**src/rtl/hazard_ctrl_if.sv**
```systemverilog
`default_nettype none
// ---------------------------------------------------------------------------
// hazard_ctrl_if : pipeline <-> hazard controller signal bundle
// Rev 1.0
// ---------------------------------------------------------------------------
interface hazard_ctrl_if #(
  parameter int REG_AW = 5
);
  logic [REG_AW-1:0] rs1_D;
  logic [REG_AW-1:0] rs2_D;
  logic [REG_AW-1:0] rs1_E;
  logic [REG_AW-1:0] rs2_E;
  logic [REG_AW-1:0] writeReg_E;
  logic [REG_AW-1:0] writeReg_M;
  logic [REG_AW-1:0] writeReg_W;
  logic              regWrite_E;
  logic              regWrite_M;
  logic              regWrite_W;
  logic              isLoad_E;
  logic              pcSrc_E;
  logic              memReq_M;
  logic              memReady;
  logic              stall_F;
  logic              stall_D;
  logic              stall_E;
  logic              stall_M;
  logic              flush_D;
  logic              flush_E;
  logic              flush_W;
  logic [1:0]        forwardA_E;
  logic [1:0]        forwardB_E;
  logic              mem_err;

  modport master (
    output rs1_D, rs2_D, rs1_E, rs2_E, writeReg_E, writeReg_M, writeReg_W,
           regWrite_E, regWrite_M, regWrite_W, isLoad_E, pcSrc_E,
           memReq_M, memReady,
    input  stall_F, stall_D, stall_E, stall_M, flush_D, flush_E, flush_W,
           forwardA_E, forwardB_E, mem_err
  );

  modport slave (
    input  rs1_D, rs2_D, rs1_E, rs2_E, writeReg_E, writeReg_M, writeReg_W,
           regWrite_E, regWrite_M, regWrite_W, isLoad_E, pcSrc_E,
           memReq_M, memReady,
    output stall_F, stall_D, stall_E, stall_M, flush_D, flush_E, flush_W,
           forwardA_E, forwardB_E, mem_err
  );
endinterface
`default_nettype wire

```
**src/rtl/hazard_ctrl.sv**
```systemverilog
`default_nettype none
// ---------------------------------------------------------------------------
// hazard_ctrl : stall/flush/forward control for the 5-stage core, with a
//               memory wait FSM and timeout. Optional: HAZARD_FWD_EN.
// Rev 1.0
// ---------------------------------------------------------------------------
module hazard_ctrl #(
  parameter int REG_AW      = 5,
  parameter int MEM_TIMEOUT = 15,
  parameter int TO_W        = 8
) (
  input  wire logic   clk,
  input  wire logic   reset,
  hazard_ctrl_if.slave hz
);

  typedef enum logic [0:0] {
    RUN      = 1'b0,
    MEM_WAIT = 1'b1
  } state_t;

  localparam logic [TO_W-1:0] C_TIMEOUT = TO_W'(MEM_TIMEOUT);

  state_t          r_state;
  state_t          w_state_nxt;
  logic [TO_W-1:0] r_wait_cnt;
  logic [TO_W-1:0] w_cnt_nxt;
  logic            r_mem_err;
  logic            w_err_set;
  logic            w_dec_hazard;
  logic [3:0]      w_stall;
  logic [2:0]      w_flush;
  logic [1:0]      w_fwd_a;
  logic [1:0]      w_fwd_b;

  function automatic logic f_match(input logic [REG_AW-1:0] src,
                                   input logic [REG_AW-1:0] dst,
                                   input logic              we);
    return we && (dst != '0) && (dst == src);
  endfunction

`ifdef HAZARD_FWD_EN
  assign w_dec_hazard = hz.isLoad_E &&
                        (f_match(hz.rs1_D, hz.writeReg_E, hz.regWrite_E) ||
                         f_match(hz.rs2_D, hz.writeReg_E, hz.regWrite_E));

  always_comb begin
    w_fwd_a = 2'b00;
    w_fwd_b = 2'b00;
    if (!reset) begin
      if (f_match(hz.rs1_E, hz.writeReg_M, hz.regWrite_M))      w_fwd_a = 2'b10;
      else if (f_match(hz.rs1_E, hz.writeReg_W, hz.regWrite_W)) w_fwd_a = 2'b01;
      if (f_match(hz.rs2_E, hz.writeReg_M, hz.regWrite_M))      w_fwd_b = 2'b10;
      else if (f_match(hz.rs2_E, hz.writeReg_W, hz.regWrite_W)) w_fwd_b = 2'b01;
    end
  end
`else
  // Without forwarding, any in-flight EX/MEM writer of a decode source stalls.
  assign w_dec_hazard = f_match(hz.rs1_D, hz.writeReg_E, hz.regWrite_E) ||
                        f_match(hz.rs2_D, hz.writeReg_E, hz.regWrite_E) ||
                        f_match(hz.rs1_D, hz.writeReg_M, hz.regWrite_M) ||
                        f_match(hz.rs2_D, hz.writeReg_M, hz.regWrite_M);
  assign w_fwd_a = 2'b00;
  assign w_fwd_b = 2'b00;
`endif

  always_ff @(posedge clk) begin
    if (reset) begin
      r_state    <= RUN;
      r_wait_cnt <= '0;
      r_mem_err  <= 1'b0;
    end else begin
      r_state    <= w_state_nxt;
      r_wait_cnt <= w_cnt_nxt;
      if (w_err_set) r_mem_err <= 1'b1;
    end
  end

  // w_stall = {F, D, E, M}; w_flush = {D, E, W}
  always_comb begin
    w_state_nxt = r_state;
    w_cnt_nxt   = r_wait_cnt;
    w_err_set   = 1'b0;
    w_stall     = 4'b0000;
    w_flush     = 3'b000;
    if (reset) begin
      w_state_nxt = RUN;
      w_flush     = 3'b111;
    end else begin
      case (r_state)
        RUN: begin
          if (hz.memReq_M && !hz.memReady) begin
            w_stall     = 4'b1111;
            w_flush     = 3'b001;
            w_state_nxt = MEM_WAIT;
            w_cnt_nxt   = TO_W'(1);
          end else if (hz.pcSrc_E) begin
            w_flush = 3'b110;
          end else if (w_dec_hazard) begin
            w_stall = 4'b1100;
            w_flush = 3'b010;
          end
        end
        MEM_WAIT: begin
          if (hz.memReady) begin
            w_state_nxt = RUN;
          end else if (r_wait_cnt == C_TIMEOUT) begin
            w_err_set   = 1'b1;
            w_state_nxt = RUN;
          end else begin
            w_stall   = 4'b1111;
            w_flush   = 3'b001;
            w_cnt_nxt = r_wait_cnt + 1'b1;
          end
        end
        default: w_state_nxt = RUN;
      endcase
    end
  end

  assign hz.stall_F    = w_stall[3];
  assign hz.stall_D    = w_stall[2];
  assign hz.stall_E    = w_stall[1];
  assign hz.stall_M    = w_stall[0];
  assign hz.flush_D    = w_flush[2];
  assign hz.flush_E    = w_flush[1];
  assign hz.flush_W    = w_flush[0];
  assign hz.forwardA_E = w_fwd_a;
  assign hz.forwardB_E = w_fwd_b;
  assign hz.mem_err    = r_mem_err;

endmodule
`default_nettype wire

```
**src/flat_wrapper.sv**
```systemverilog
// flat-port wrapper written by rule: the top's interface ports become plain ports
module hazard_ctrl_flat 
#(
  parameter int REG_AW      = 5,
  parameter int MEM_TIMEOUT = 15,
  parameter int TO_W        = 8
)
  (clk, reset, hz_rs1_D, hz_rs2_D, hz_rs1_E, hz_rs2_E, hz_writeReg_E, hz_writeReg_M, hz_writeReg_W, hz_regWrite_E, hz_regWrite_M, hz_regWrite_W, hz_isLoad_E, hz_pcSrc_E, hz_memReq_M, hz_memReady, hz_stall_F, hz_stall_D, hz_stall_E, hz_stall_M, hz_flush_D, hz_flush_E, hz_flush_W, hz_forwardA_E, hz_forwardB_E, hz_mem_err);
  hazard_ctrl_if #(.REG_AW(REG_AW)) hz_i ();
  input  wire logic clk;
  input  wire logic reset;
  input wire logic [$bits(hz_i.rs1_D)-1:0] hz_rs1_D;
  input wire logic [$bits(hz_i.rs2_D)-1:0] hz_rs2_D;
  input wire logic [$bits(hz_i.rs1_E)-1:0] hz_rs1_E;
  input wire logic [$bits(hz_i.rs2_E)-1:0] hz_rs2_E;
  input wire logic [$bits(hz_i.writeReg_E)-1:0] hz_writeReg_E;
  input wire logic [$bits(hz_i.writeReg_M)-1:0] hz_writeReg_M;
  input wire logic [$bits(hz_i.writeReg_W)-1:0] hz_writeReg_W;
  input wire logic [$bits(hz_i.regWrite_E)-1:0] hz_regWrite_E;
  input wire logic [$bits(hz_i.regWrite_M)-1:0] hz_regWrite_M;
  input wire logic [$bits(hz_i.regWrite_W)-1:0] hz_regWrite_W;
  input wire logic [$bits(hz_i.isLoad_E)-1:0] hz_isLoad_E;
  input wire logic [$bits(hz_i.pcSrc_E)-1:0] hz_pcSrc_E;
  input wire logic [$bits(hz_i.memReq_M)-1:0] hz_memReq_M;
  input wire logic [$bits(hz_i.memReady)-1:0] hz_memReady;
  output wire logic [$bits(hz_i.stall_F)-1:0] hz_stall_F;
  output wire logic [$bits(hz_i.stall_D)-1:0] hz_stall_D;
  output wire logic [$bits(hz_i.stall_E)-1:0] hz_stall_E;
  output wire logic [$bits(hz_i.stall_M)-1:0] hz_stall_M;
  output wire logic [$bits(hz_i.flush_D)-1:0] hz_flush_D;
  output wire logic [$bits(hz_i.flush_E)-1:0] hz_flush_E;
  output wire logic [$bits(hz_i.flush_W)-1:0] hz_flush_W;
  output wire logic [$bits(hz_i.forwardA_E)-1:0] hz_forwardA_E;
  output wire logic [$bits(hz_i.forwardB_E)-1:0] hz_forwardB_E;
  output wire logic [$bits(hz_i.mem_err)-1:0] hz_mem_err;
  assign hz_i.rs1_D = hz_rs1_D;
  assign hz_i.rs2_D = hz_rs2_D;
  assign hz_i.rs1_E = hz_rs1_E;
  assign hz_i.rs2_E = hz_rs2_E;
  assign hz_i.writeReg_E = hz_writeReg_E;
  assign hz_i.writeReg_M = hz_writeReg_M;
  assign hz_i.writeReg_W = hz_writeReg_W;
  assign hz_i.regWrite_E = hz_regWrite_E;
  assign hz_i.regWrite_M = hz_regWrite_M;
  assign hz_i.regWrite_W = hz_regWrite_W;
  assign hz_i.isLoad_E = hz_isLoad_E;
  assign hz_i.pcSrc_E = hz_pcSrc_E;
  assign hz_i.memReq_M = hz_memReq_M;
  assign hz_i.memReady = hz_memReady;
  assign hz_stall_F = hz_i.stall_F;
  assign hz_stall_D = hz_i.stall_D;
  assign hz_stall_E = hz_i.stall_E;
  assign hz_stall_M = hz_i.stall_M;
  assign hz_flush_D = hz_i.flush_D;
  assign hz_flush_E = hz_i.flush_E;
  assign hz_flush_W = hz_i.flush_W;
  assign hz_forwardA_E = hz_i.forwardA_E;
  assign hz_forwardB_E = hz_i.forwardB_E;
  assign hz_mem_err = hz_i.mem_err;
  hazard_ctrl #(.REG_AW(REG_AW), .MEM_TIMEOUT(MEM_TIMEOUT), .TO_W(TO_W)) u_core (.clk(clk), .reset(reset), .hz(hz_i));
endmodule
```
**config.mk**
```make
export PLATFORM = sky130hd
export DESIGN_NAME = hazard_ctrl_flat
export DESIGN_NICKNAME = d
export VERILOG_FILES = /design/src/rtl/hazard_ctrl_if.sv /design/src/rtl/hazard_ctrl.sv /design/src/flat_wrapper.sv
export SDC_FILE = /design/constraint.sdc
export NUM_CORES = 1
export LEC_CHECK = 0
export ABC_AREA = 1
export BUFFER_PORTS_ARGS = -buffer_cell sky130_fd_sc_hd__buf_2
export CAP_MARGIN = 10
export CORE_MARGIN = 2
export CORE_UTILIZATION = 45
export CTS_CLUSTER_SIZE = 28
export DETAILED_ROUTE_END_ITERATION = 16
export MAX_ROUTING_LAYER = met4
export PLACE_DENSITY_LB_ADDON = 0.05
export SLEW_MARGIN = 20
export SYNTH_ARGS = -nofsm -noshare
export SYNTH_HDL_FRONTEND = slang
export SYNTH_SLANG_ARGS = --single-unit
```
**constraint.sdc**
```tcl
create_clock -name clk -period 2 [get_ports clk]
set_input_delay 0.4 -clock clk [delete_from_list [all_inputs] [get_ports clk]]
set_output_delay 0.4 -clock clk [all_outputs]
set_load 0.005 [all_outputs]
```
---- Word level (Yosys, flattened, before mapping) ----
Index checks and enable logic that the tools add are counted.
cells by class
  add/sub/neg operators ................... 1
  equality and inequality tests ........... 8
  bitwise operators ....................... 1
  reduce and logical (&&, ||, !) cells .... 14
  muxes and demuxes ....................... 26
operator list
  kind                   count
  $mux W4                6
  $mux W8                3
  $eq A5 B5 Y1           4
  $pmux W8 S2            1
  $mux W3                4
  $reduce_bool A5 Y1     2
  $add A8 B1 Y8 const B  1
  $eq A8 B4 Y1 const B   1
  $mux W1                8
  $pmux W4 S2            1
  $logic_and A1 B1 Y1    7
  $pmux W3 S2            1
  $ne A2 B2 Y1 const B   2
  $logic_or A1 B1 Y1     3
  $reduce_and A3 Y1      1
  $mux W2                1
  $ne A2 B1 Y1 const B   1
  $pmux W1 S2            1
  $logic_not A1 Y1       1
  $not A1 Y1             1
storage, ports and cells
  output and inout bits ................... 12
  input bits .............................. 44
  bits in registers ....................... 10

---- Longest topological paths before layout ----
Gate-level depths: netlist of the first run.
  word-level depth ........................ 11
  mapped depth ............................ 11
  gate-level depth less buffers ........... 10

---- Least setup slack after synthesis of the first run ----
No wires, ideal clock.
  path kind ............................... register to output
  start point ............................. reg u_core.r_wait_cnt[0]
  end point ............................... out hz_stall_F
  cell stages (with the launch flop) ...... 8
  data arrival time ....................... 1.279 ns
  setup slack ............................. 0.321 ns
  path through ............................ dfxtp_1 ha_1 nand2_2 nor2_2 o21ai_4 nand2_4 nand2_1 buf_4
on the way
  word-level cells in the longest chain between the ends .. 5
RTL lines
  item                    line                text
  from (decl)             hazard_ctrl.sv:26   logic [TO_W-1:0] r_wait_cnt;
  from (signal assigned)  hazard_ctrl.sv:74   r_wait_cnt <= w_cnt_nxt;
  $eq A8 B4 Y1            hazard_ctrl.sv:107  end else if (r_wait_cnt == C_TIMEOUT) begin
  $mux W4                 hazard_ctrl.sv:107
  $mux W4                 hazard_ctrl.sv:105  if (hz.memReady) begin
  $pmux W4 S2             hazard_ctrl.sv:90   case (r_state)
  $mux W4                 hazard_ctrl.sv:86   if (reset) begin
  to (decl)               flat_wrapper.sv:26  output wire logic [$bits(hz_i.stall_F)-1:0] hz_stall_F;
Every way passes these cells.

---- Worst setup path in the final report of the first run ----
  start point ............................. reg u_core.r_wait_cnt[1]
  end point ............................... out hz_flush_W
on the way
  word-level cells in the longest chain between the ends .. 5
RTL lines
  item          line                text
  $eq A8 B4 Y1  hazard_ctrl.sv:107
  $mux W1       hazard_ctrl.sv:107
  $mux W3       hazard_ctrl.sv:105
  $pmux W3 S2   hazard_ctrl.sv:90
  $mux W3       hazard_ctrl.sv:86
  to (decl)     flat_wrapper.sv:32  output wire logic [$bits(hz_i.flush_W)-1:0] hz_flush_W;
Every way passes these cells.

==> results of run 1 <==
==> layout make-up <==
class,instances,share of cell area [%]
inverter,42,12.7
multi-input combinational,147,53.3
timing repair buffer,36,14.2
tap,28,2.68
sequential,10,15.4
clock buffer,3,1.73
==> stage by stage <==
step,instance area [µm²],power (mW),cells,worst slack (ns)
after detailed placement,1260,0.370,262,0.181
after floorplan,1100,0.313,206,0.321
after CTS,1290,0.512,266,0.0268
final,1310,0.508,266,0.114
after global placement,1260,0.366,262,0.205
after global routing,1310,0.547,266,0.00940
==> critical path: cells and delay by family (launching register included) <==
| kind | cells | cell delay, ns |
|---|---|---|
| buf+inv | 2 | 0.22 |
| fa+ha+maj | 1 | 0.18 |
| compound gates | 1 | 0.10 |
| simple gates | 3 | 0.30 |
| flops | 1 | 0.40 |
==> state kept, by name, summed over array words and instances (netlist names) <==
name / cells
u_core.r_wait_cnt: 8
u_core.hz.mem_err: 1
u_core.r_state: 1
==> final timing paths <==
path,to,cells after the start
worst max register to register,u_core.r_wait_cnt[7]$_SDFFE_PP0P_,8
worst min-delay path,u_core.r_wait_cnt[4]$_SDFFE_PP0P_,2
worst max-delay path,hz_flush_W,7
worst min register to register,u_core.hz.mem_err$_SDFFE_PP0P_,2
==> timing repair <==
| action | in CTS | in global routing |
|---|---|---|
| pin swaps | 1 | 0 |
| buffers inserted | 1 | 0 |
| hold endpoints to repair | 0 | 0 |
| setup endpoints to repair | 5 | 5 |
| gates resized for setup | 2 | 2 |
==> per-layer routing <==
layer	wire length (µm)	part of all wire (%)	GRT usage (%)
met5	0	0	-
met4	0	0	3.42
met3	134	5.3	4.24
met2	1170	46	35.4
met1	1220	48	25.6
==> logic make-up (layout without fill, tap and decap cells) <==
logic type | count (synthesis) | count (layout)
adders and majority gates | 1 | 1
xor gates and xnor gates | 6 | 6
DFF | 10 | 10
AOI/OAI and AO/OA | 9 | 9
buffers and inverters | 49 | 81
and+or+nand+nor | 127 | 127
other | 1 | 4
==> synthesized netlist by cell type <==
cell type  number
dfxtp_1        10
buf_6           1
nor3_1          1
nand3_2         1
inv_6           1
nand4_1         4
conb_1          1
o21ai_1         2
nor2_2          1
xnor2_1         4
nand2_1        74
inv_4           1
nor2_8          1
o21ai_4         1
inv_2           5
nor2_1         29
nand3_1        13
ha_1            1
nand2_2         2
inv_1          35
a21oi_1         3
buf_4           6
o21ai_0         3
nand2_4         1
xor2_1          2
==> power by group through the flow <==
stage               logic, mW  clock network (mW)  registers (mW)
floorplan               0.103                   0           0.209
global placement        0.155                   0           0.211
detailed placement      0.159                   0           0.211
CTS                     0.162               0.144           0.206
global route            0.187               0.151           0.209
finish                  0.163               0.137           0.208
==> impl_summary.txt, run 1 <==
----------------------------------------------------
[Run status]
  Result of the run ... finished, final reports clean

[STA]
  Aggregate negative setup slack ... 0 ns
  Final-report max-slew violation count ... 0
  RSZ-0062 raised after global routing ... false
  Hold violation count in the final report ... 0
  Clk_skew ... 0.00242 ns
  Peak Freq ... approximately 0.53 GHz
  Setup-violating endpoint count in the final report ... 0
  Min Tclk post-route ... between 1.5 and 2 ns
  Tcrit/Tclk final ... 94.3%
  Worst Hold Slack ... 0.396 ns

[Logic synthesis]
  Avg Cell Area, Syn ... between 5 and 6 µm²
  Cell count after synthesis ... 203
  Compound-Gate Fraction of Synth Area ... between 5 and 6%
  Netlist cell types ... 25
  Post-Synth XOR/XNOR Area ... 4.83%
  Mapped Area ... 0.00109 mm²
  Share of the yosys chip area belonging to registers ... 18.4%
  Area fraction of the dominant cell type after synthesis ... between 20 and 30%
  #FFs+latches synth ... 10
  Fraction of the mapped netlist area in simple logic gates ... 49.8%
  Adder-cell area share of the yosys netlist ... 1.15%
  Synth area leader ... nand2_1
  Largest family of logic cells by synthesized area ... simple AND/OR/NAND/NOR gates
  Cell types occupying the most area after synthesis ... nand2_1 26%, dfxtp_1 18%, inv_1 12%, nor2_1 10%, nand3_1 6.0%
  Warning count from the yosys run ... 0
  Share of cell area taken by muxes after synthesis ... 0%

[Worst setup path]
  Maximum fanout count along the critical path ... 6
  Launch point of the critical path ... u_core.r_wait_cnt[1]$_SDFFE_PP0P_
  Type of origin of the critical path ... register
  Crit Path Class ... reg2out
  Element type at the critical path end ... output pin
  Startpoint of the worst-slack reg-to-reg timing path ... u_core.r_wait_cnt[1]$_SDFFE_PP0P_
  Data required time of the critical path ... 1.60 ns
  Slowest stage cell on the critical path ... dfxtp_1
  Worst R2R Setup Slack ... 0.57 ns
  Crit path cell chain ... ha_4, nand2_2, nor2_4, o21ai_4, inv_4, nand2_1, buf_2
  Worst EP arrival ... 1.49 ns
  Largest stage delay on the critical path ... 0.40 ns

[Pwr]
  P_leak ... 0.827 nW
  Logic pwr share ... 32.0%
  Share of total power in the clock network ... 27.0%
  Peak VDD IR ... around 0.32 mV
  Share of total power consumed by net switching ... 33.2%
  Power dissipated by switching net loads ... 0.169 mW
  Pint ... 0.339 mW
  Pwr per Cell Area ... 389 mW/mm²
  Part of the total power dissipated in sequential elements ... 41.0%

[Clocking]
  H-tree depth reported by CTS ... 1
  Hold bufs inserted after CTS ... 0
  Max clock buf depth ... 2
  Clk root buf ... clkbuf_4
  Clock network latency to the later pin of the worst-skew pair ... 0.26 ns
  Clock input transition at the sequential cells of the worst setup and hold paths ... 0.07 ns
  Clock tree from TritonCTS ... built
  Total clock buffers created by CTS ... 3
  Clock Sinks ... 10

[Routing]
  Detail-routed net length per standard cell ... 9.46 µm
  Final WL ... 2520 µm
  Number of optimization iterations in the first detailed-route pass ... 5
  Number of vias in the routed layout ... 1231
  Violation count after the first detailed-routing iteration ... 28
  Post-route DRC violation count ... 0
  Post-route ant nets ... 0
  Via count normalized by instance count ... about 4.6

[Placed design]
  HPWL after DPL ... about 2100 µm
  Number of buffers added on ports ... 34
  Routability congestion estimate from global placement ... 0.827

[Die]
  Initial standard-cell utilization of the core ... 48.3%
  DIE WIDTH ... about 53 µm
  Die area ... 0.00283 mm²
  Chip height ... 53.2 µm
  Placeable core area ... 0.00225 mm²
  Count of standard-cell rows ... 17
  Top-Level Pins ... 56

[Worst hold path]
  Hold path startpoint ... reset
  Class of the tightest hold or removal check ... in2reg

[GRT]
  Via count of the first global-routing pass ... 1079
  Total gr overflow ... 0
  Largest net degree at the start of global routing ... 8
  Global-route wire length before repair ... 4310 µm
  Overall fraction of global-route tracks in use ... 20.7%
  Number of antenna violations at the first check in global routing ... 0

[Run]
  Number of violations of the max-capacitance limit ... 0

[Cells and area]
  Layout Area Growth over Synthesis ... 19.9%
  Leading cell type in the layout, fill and taps excluded ... nand2_1
  Nets@finish ... around 290
  Antenna diode count ... 0
  Sequential cell area ... 201 µm²
  Area occupied by multi-input gates ... 696 µm²
  # fillers ... 240
  Share of layout cells above drive strength 1 ... 23.1%
  Final core utilization ... between 50% and 60%
  Commonest non-fill, non-tap cells in the layout ... 74 x nand2_1, 35 x inv_1, 34 x buf_2

----------------------------------------------------
Power figures use the tool's default switching activity.
==> run 2: changes to the inputs <==
- ABC_AREA: 1 -> 0
- CORE_UTILIZATION: 45 -> 41
==> run 2 against run 1 <==
Sequential power hardly changed; clock-buffer cell count increased by 1; final cell count down 35%; largest power group unchanged; combinational power shrank 10%.
==> impl_summary.txt, run 2 <==
----------------------------------------------------
[Die]
  Count of standard-cell rows ... 16 (-1)
  Top-Level Pins ... 56 (unchanged)
  DIE WIDTH ... 49.3 µm (-7.3%)
  Chip height ... 49.3 µm (-7.3%)
  Die area ... 0.00243 mm² (-14%)
  Placeable core area ... 0.00194 mm² (-14%)
  Initial standard-cell utilization of the core ... 43.4% (-4.9 points)

[Placed design]
  HPWL after DPL ... 1560 µm (-26%)
  Routability congestion estimate from global placement ... 0.774 (-6.4%)
  Post-placement worst setup slack ... -0.00483 ns (-0.186 ns)
  Number of buffers added on ports ... 34 (unchanged)

[Worst setup path]
  Largest stage delay on the critical path ... 0.52 ns (+0.12 ns)
  Data required time of the critical path ... 1.60 ns (about the same)
  Worst EP arrival ... 1.55 ns (+0.06 ns)
  Most Frequent Cell on Critical Path ... buf_2
  Critical path's top delay family ... simple AND/OR/NAND/NOR gates
  Worst Path Buf+Inv ... 2 (unchanged)
  Crit Path Class ... in2out
  Element type at the critical path end ... output pin
  Type of origin of the critical path ... input port
  Crit path cell chain ... buf_2, or4_4, o21a_1, a31oi_1, nand2_1, buf_2
  Slowest stage cell on the critical path ... or4_4
  Maximum fanout count along the critical path ... 2 (-4)

[STA]
  Hold violation count in the final report ... 0 (unchanged)
  Aggregate negative setup slack ... 0 ns (unchanged)
  Worst Hold Slack ... 0.396 ns (-0.000160 ns)
  Tcrit/Tclk final ... 97.6% (+3.3 points)
  Final-report max-slew violation count ... 0 (unchanged)
  Clk_skew ... 0.00290 ns (+0.000476 ns)
  Min Tclk post-route ... 1.95 ns (+0.0657 ns)
  Peak Freq ... 0.512 GHz (-3.4%)
  Setup-violating endpoint count in the final report ... 0 (unchanged)
  RSZ-0062 raised after global routing ... true
  Setup slack after layout ... 0.0482 ns (-0.0657 ns)

[Routing]
  Post-route ant nets ... 0 (unchanged)
  Number of optimization iterations in the first detailed-route pass ... 4 (-1)
  Post-route DRC violation count ... 0 (unchanged)
  Via count normalized by instance count ... 4.93 (+6.6%)
  Detail-routed net length per standard cell ... 10.9 µm (+15%)
  Final WL ... 1890 µm (-25%)
  Number of vias in the routed layout ... 858 (-30%)
  Violation count after the first detailed-routing iteration ... 13 (-54%)

[Clocking]
  Clock network latency to the later pin of the worst-skew pair ... 0.27 ns (about the same)
  Total clock buffers created by CTS ... 3 (unchanged)
  Max clock buf depth ... 2 (unchanged)
  Clk root buf ... clkbuf_4
  Clock Sinks ... 10 (unchanged)
  Clock input transition at the sequential cells of the worst setup and hold paths ... 0.07 ns (about the same)
  Hold bufs inserted after CTS ... 0 (unchanged)
  H-tree depth reported by CTS ... 1 (unchanged)
  Clock tree from TritonCTS ... built

[Pwr]
  P_leak ... 0.466 nW (-44%)
  Pwr per Cell Area ... 481 mW/mm² (+24%)
  Peak VDD IR ... 0.215 mV (-32%)

[Cells and area]
  Register with the most flip-flops ... u_core.r_wait_cnt
  Share of layout cells above drive strength 1 ... 37.4% (+14 points)
  Largest register FFs ... 8 (unchanged)
  Nets@finish ... 193 (-32%)
  # fillers ... 202 (-16%)
  Antenna diode count ... 0 (unchanged)
  Commonest non-fill, non-tap cells in the layout ... 34 x buf_2, 24 x xnor2_1, 12 x nand2_1
  Leading cell type in the layout, fill and taps excluded ... buf_2
  Final core utilization ... 57.5% (-0.41 points)
  Layout Area Growth over Synthesis ... 32.5%

[GRT]
  Total gr overflow ... 0 (unchanged)
  Global-route wire length before repair ... 2880 µm (-33%)
  Via count of the first global-routing pass ... 726 (-33%)
  Met1 track demand over resource in global routing ... 17.8% (-7.8 points)
  Global routing met2 resource utilization ... 27.0% (-8.4 points)
  Overall fraction of global-route tracks in use ... 15.8% (-5.0 points)
  Number of antenna violations at the first check in global routing ... 0 (unchanged)
  Most used routing layer in global routing ... met2
  Largest net degree at the start of global routing ... 11 (+3)
  Global Route met3 Usage ... 0.920% (-3.3 points)

[Logic synthesis]
  Avg Cell Area, Syn ... 7.80 µm² (+45%)
  Mapped Area ... 842 µm² (-23%)
  Post-synth top flop ... dfxtp_1
  Async set or reset register ratio after synthesis ... 0% (unchanged)
  Warning count from the yosys run ... 0 (unchanged)
  Cell types occupying the most area after synthesis ... xnor2_1 25%, dfxtp_1 24%, buf_4 6.2%, nand2_1 5.3%, nor2_1 4.9%
  Count of flip-flops with a built-in enable after synthesis ... 0 (unchanged)
  Synth area leader ... xnor2_1
  Cell count after synthesis ... 108 (-47%)
  Share of the yosys chip area belonging to registers ... 23.8% (+5.4 points)
  Most common cell in the netlist ... xnor2_1
  Post-synth top cells ... 24 x xnor2_1, 12 x nand2_1, 11 x nor2_1, 10 x dfxtp_1
  Netlist cell types ... 31 (+24%)
  #FFs+latches synth ... 10 (unchanged)
  Area fraction of the dominant cell type after synthesis ... 25.0% (-0.55 points)

[Run status]
  Result of the run ... finished, final reports clean

[Run]
  Number of violations of the max-capacitance limit ... 0 (unchanged)

[Worst hold path]
  Class of the tightest hold or removal check ... in2reg

----------------------------------------------------
run 2: cell count changes in the layout (fill, tap and decap cells not counted), moves of 3 or more:
cell / previous run / this run
a31oi_1: 0 / 3
buf_4: 2 / 7
inv_1: 35 / 3
inv_2: 5 / 0
nand2_1: 74 / 12
nand3_1: 13 / 7
nand4_1: 4 / 0
nor2_1: 29 / 10
xnor2_1: 4 / 24
run 2: logic make-up (layout without fill, tap and decap cells):
family                     after synthesis  count (layout)  synth area share (%)
AOI/OAI and AO/OA                       17              17                  13.2
adders and majority gates                1               1                  1.49
xor gates and xnor gates                24              24                  25.0
other                                    1               4                 0.445
DFF                                     10              10                  23.8
and+or+nand+nor                         42              42                  25.6
buffers and inverters                   12              48                  9.36
muxes                                    1               1                  1.19
run 2: per-stage QoR:
| stage | std cells | total power [mW] | cell area (µm²) |
|---|---|---|---|
| floorplan | 111 | 0.297 | 853 |
| global placement | 167 | 0.349 | 1020 |
| detailed placement | 167 | 0.351 | 1020 |
| CTS | 172 | 0.541 | 1080 |
| global route | 174 | 0.569 | 1120 |
| finish | 174 | 0.537 | 1120 |
run 2: what timing repair did:
action | 4_1_cts | 5_1_grt
setup endpoints to repair | 2 | 6
endpoints found under the hold margin | 0 | 0
gates resized for setup | 4 | 5
pin swaps | 4 | 7
setup buffers | 1 | 2
run 2: cell type report:
type                    count  area (µm²)  share of cell area, %
clock buffers               4        36.3                   3.25
inverters                   3        11.3                   1.01
multi-input cells          89         608                   54.5
flip-flops and latches     10         204                   18.3
well taps                  27        33.8                   3.03
repair buffers             41         223                   20.0
run 2: metal layers:
metal  wire length [µm]  up-vias
met4                  0        0
met5                  0        -
met3                109        0
met1                813      388
met2                971       33
li1                   -      437
run 2: worst paths after layout:
path | startpoint | end | slack (ns) | cells after the start
min | reset | u_core.r_wait_cnt[1]$_SDFFE_PP0P_ | 0.40 | 2
max | hz_writeReg_M[0] | hz_stall_D | 0.05 | 6
max reg2reg | u_core.r_wait_cnt[0]$_SDFFE_PP0P_ | u_core.r_wait_cnt[7]$_SDFFE_PP0P_ | 0.33 | 7
min reg2reg | u_core.hz.mem_err$_SDFFE_PP0P_ | u_core.hz.mem_err$_SDFFE_PP0P_ | 0.48 | 2
run 2: power by group:
group / switching [mW] / total, mW / internal (mW)
clock network: 0.0733 / 0.184 / 0.111
registers: 0.00460 / 0.207 / 0.202
logic: 0.0696 / 0.146 / 0.0767
==> run 3: changes to the inputs <==
- CELL_PAD_IN_SITES_DETAIL_PLACEMENT: default -> 1
- CELL_PAD_IN_SITES_GLOBAL_PLACEMENT: default -> 2
- CORE_UTILIZATION: 41 -> 21
- GPL_ROUTABILITY_DRIVEN: default -> 0
==> run 3 against run 2 <==
Combinational power rose by 8%; maximum frequency fell by 1.9%; final cell count is 14% higher; sequential cell count is the same; utilization decreased by 27 points; register-to-register slack better by 0.02 ns; via count fell by 2.0%; cell area is 6.5% higher; highest routed layer is now met4.
==> impl_summary.txt, run 3 (synthesis gave the netlist of run 2 again) <==
----------------------------------------------------
[Run status]
  Result of the run ... finished, final reports clean

[Die]
  Die area ... 0.00453 mm² (+86%)
  DIE WIDTH ... 67.3 µm (+36%)
  Top-Level Pins ... 56 (unchanged)
  Initial standard-cell utilization of the core ... 21.4% (-22 points)
  Placeable core area ... 0.00394 mm² (+100%)
  Count of standard-cell rows ... 23 (+7)
  Chip height ... 67.3 µm (+36%)

[STA]
  Peak Freq ... 0.503 GHz (-1.9%)
  Hold violation count in the final report ... 0 (unchanged)
  Final-report max-slew violation count ... 0 (unchanged)
  Setup slack after layout ... 0.0104 ns (-0.0378 ns)
  Setup-violating endpoint count in the final report ... 0 (unchanged)
  RSZ-0062 raised after global routing ... true
  Clk_skew ... 0.00225 ns (-0.000644 ns)
  Tcrit/Tclk final ... 99.5% (+1.9 points)
  Min Tclk post-route ... 1.99 ns (+0.0378 ns)

[Routing]
  Post-route DRC violation count ... 0 (unchanged)
  Number of optimization iterations in the first detailed-route pass ... 4 (unchanged)
  Number of vias in the routed layout ... 841 (-2.0%)
  Post-route ant nets ... 0 (unchanged)
  Violation count after the first detailed-routing iteration ... 34 (+21)
  Final WL ... 2250 µm (+19%)
  Detail-routed net length per standard cell ... 11.3 µm (+3.9%)
  Via count normalized by instance count ... 4.23 (-14%)

[GRT]
  Via count of the first global-routing pass ... 838 (+15%)
  Global-route wire length before repair ... 3730 µm (+30%)
  Largest net degree at the start of global routing ... 11 (unchanged)
  Total gr overflow ... 0 (unchanged)
  Number of antenna violations at the first check in global routing ... 0 (unchanged)
  Overall fraction of global-route tracks in use ... 11.3% (-4.5 points)

[Pwr]
  Peak VDD IR ... 0.295 mV (+37%)
  Pwr per Cell Area ... 525 mW/mm² (+9.1%)
  P_leak ... 0.486 nW (+4.2%)
  Total Power Consumption ... 0.624 mW (+16%)

[Cells and area]
  Nets@finish ... 195 (+1.0%)
  Register with the most flip-flops ... u_core.r_wait_cnt
  Layout Area Growth over Synthesis ... 41.2%
  Antenna diode count ... 0 (unchanged)
  Commonest non-fill, non-tap cells in the layout ... 31 x buf_2, 24 x xnor2_1, 12 x nand2_1
  Final standard cell area without fillers ... 0.00119 mm² (+6.5%)
  Largest register FFs ... 8 (unchanged)
  Share of layout cells above drive strength 1 ... 37.6% (+0.17 points)
  # fillers ... 485 (+140%)
  Number of non-filler instances in the completed layout ... 199 (+14%)
  Leading cell type in the layout, fill and taps excluded ... buf_2

[Worst hold path]
  Hold path startpoint ... u_core.hz.mem_err$_SDFFE_PP0P_
  Class of the tightest hold or removal check ... reg2reg

[Placed design]
  Number of placed instances, taps included ... 193 (+16%)
  Placement-stage cell area ... 0.00107 mm² (+5.0%)
  HPWL after DPL ... 1950 µm (+25%)
  Number of buffers added on ports ... 34 (unchanged)
  Post-placement worst setup slack ... -0.00246 ns (+0.00238 ns)

[Clocking]
  Clock Sinks ... 10 (unchanged)
  H-tree depth reported by CTS ... 1 (unchanged)
  Total clock buffers created by CTS ... 3 (unchanged)
  Clk root buf ... clkbuf_8
  Clock network latency to the later pin of the worst-skew pair ... 0.24 ns (-0.03 ns)
  Clock tree from TritonCTS ... built
  Max clock buf depth ... 2 (unchanged)
  Clock input transition at the sequential cells of the worst setup and hold paths ... 0.05 ns (-0.02 ns)

[Run]
  Number of violations of the max-capacitance limit ... 0 (unchanged)

[Worst setup path]
  Crit Path Class ... in2out
  Worst EP arrival ... 1.59 ns (+0.04 ns)
  Data required time of the critical path ... 1.60 ns (about the same)
  Startpoint of the worst-slack reg-to-reg timing path ... u_core.r_wait_cnt[0]$_SDFFE_PP0P_
  Launch point of the critical path ... hz_writeReg_M[2]
  Element type at the critical path end ... output pin
  Maximum fanout count along the critical path ... 2 (unchanged)
  Type of origin of the critical path ... input port

----------------------------------------------------
## run 3: cell types whose count changed in the layout (fill, tap and decap cells not counted), moves of 2 or more
| cell | change |
|---|---|
| buf_6 | +4 |
| buf_2 | -3 |
| clkbuf_4 | -3 |
| clkbuf_8 | +3 |
| dfxtp_1 | +2 |
| dfxtp_2 | -2 |
## run 3: final timing paths
check / endpoint / slack [ns] / cells past startpoint
worst max-delay path: hz_stall_D / 0.01 / 6
worst min-delay path: u_core.hz.mem_err$_SDFFE_PP0P_ / 0.47 / 2
worst max register to register: u_core.r_wait_cnt[7]$_SDFFE_PP0P_ / 0.35 / 7
worst min register to register: u_core.hz.mem_err$_SDFFE_PP0P_ / 0.47 / 2
## run 3: layer usage
metal  vias to the layer above  GRT usage (%)  wire length, µm
li1                        442              -                -
met3                         2           4.17              144
met2                        23           16.1              984
met1                       374           15.2             1110
met4                         0           2.30               10
met5                         -              -                0
## run 3: repair_timing
action / CTS / global route
cloned: 0 / 0
gates resized for setup: 4 / 6
pin swaps: 2 / 4
endpoints found under the setup margin: 2 / 6
hold buffers: 0 / 0
setup buffers: 1 / 1
## run 3: area by class of cell
class	instances	area [µm²]	share of cell area (%)
Timing Repair Buffer	43	260	21.9
Multi-Input combinational cell	89	598	50.3
Sequential cell	10	201	16.9
Tap cell	50	62.6	5.26
Clock buffer	4	55.1	4.63
Inverter	3	11.3	0.947
## run 3: worst max-delay path, cell delays in order
cell and delay [ns]:
buf_6 0.09, or4_4 0.51, o21a_1 0.22, a31oi_1 0.16
nand2_1 0.08, buf_2 0.13
## run 3: metrics by stage
step / setup TNS [ns] / hold slack (ns) / utilization [%]
6_report: 0 / 0.467 / 30.1
5_1_grt: -0.338 / 0.487 / 30.1
4_1_cts: -0.00308 / 0.473 / 29.2
3_5_place_dp: -0.00268 / 0.461 / 27.2
3_3_place_gp: -0.0160 / 0.448 / 27.2
2_1_floorplan: 0 / 0.449 / -
## run 3: power by group
| group | switching, mW | leakage (nW) | internal [mW] |
|---|---|---|---|
| clock network | 0.0858 | 0.0288 | 0.174 |
| registers | 0.00414 | 0.0812 | 0.203 |
| logic | 0.0724 | 0.376 | 0.0849 |
| total | 0.162 | 0.486 | 0.461 |
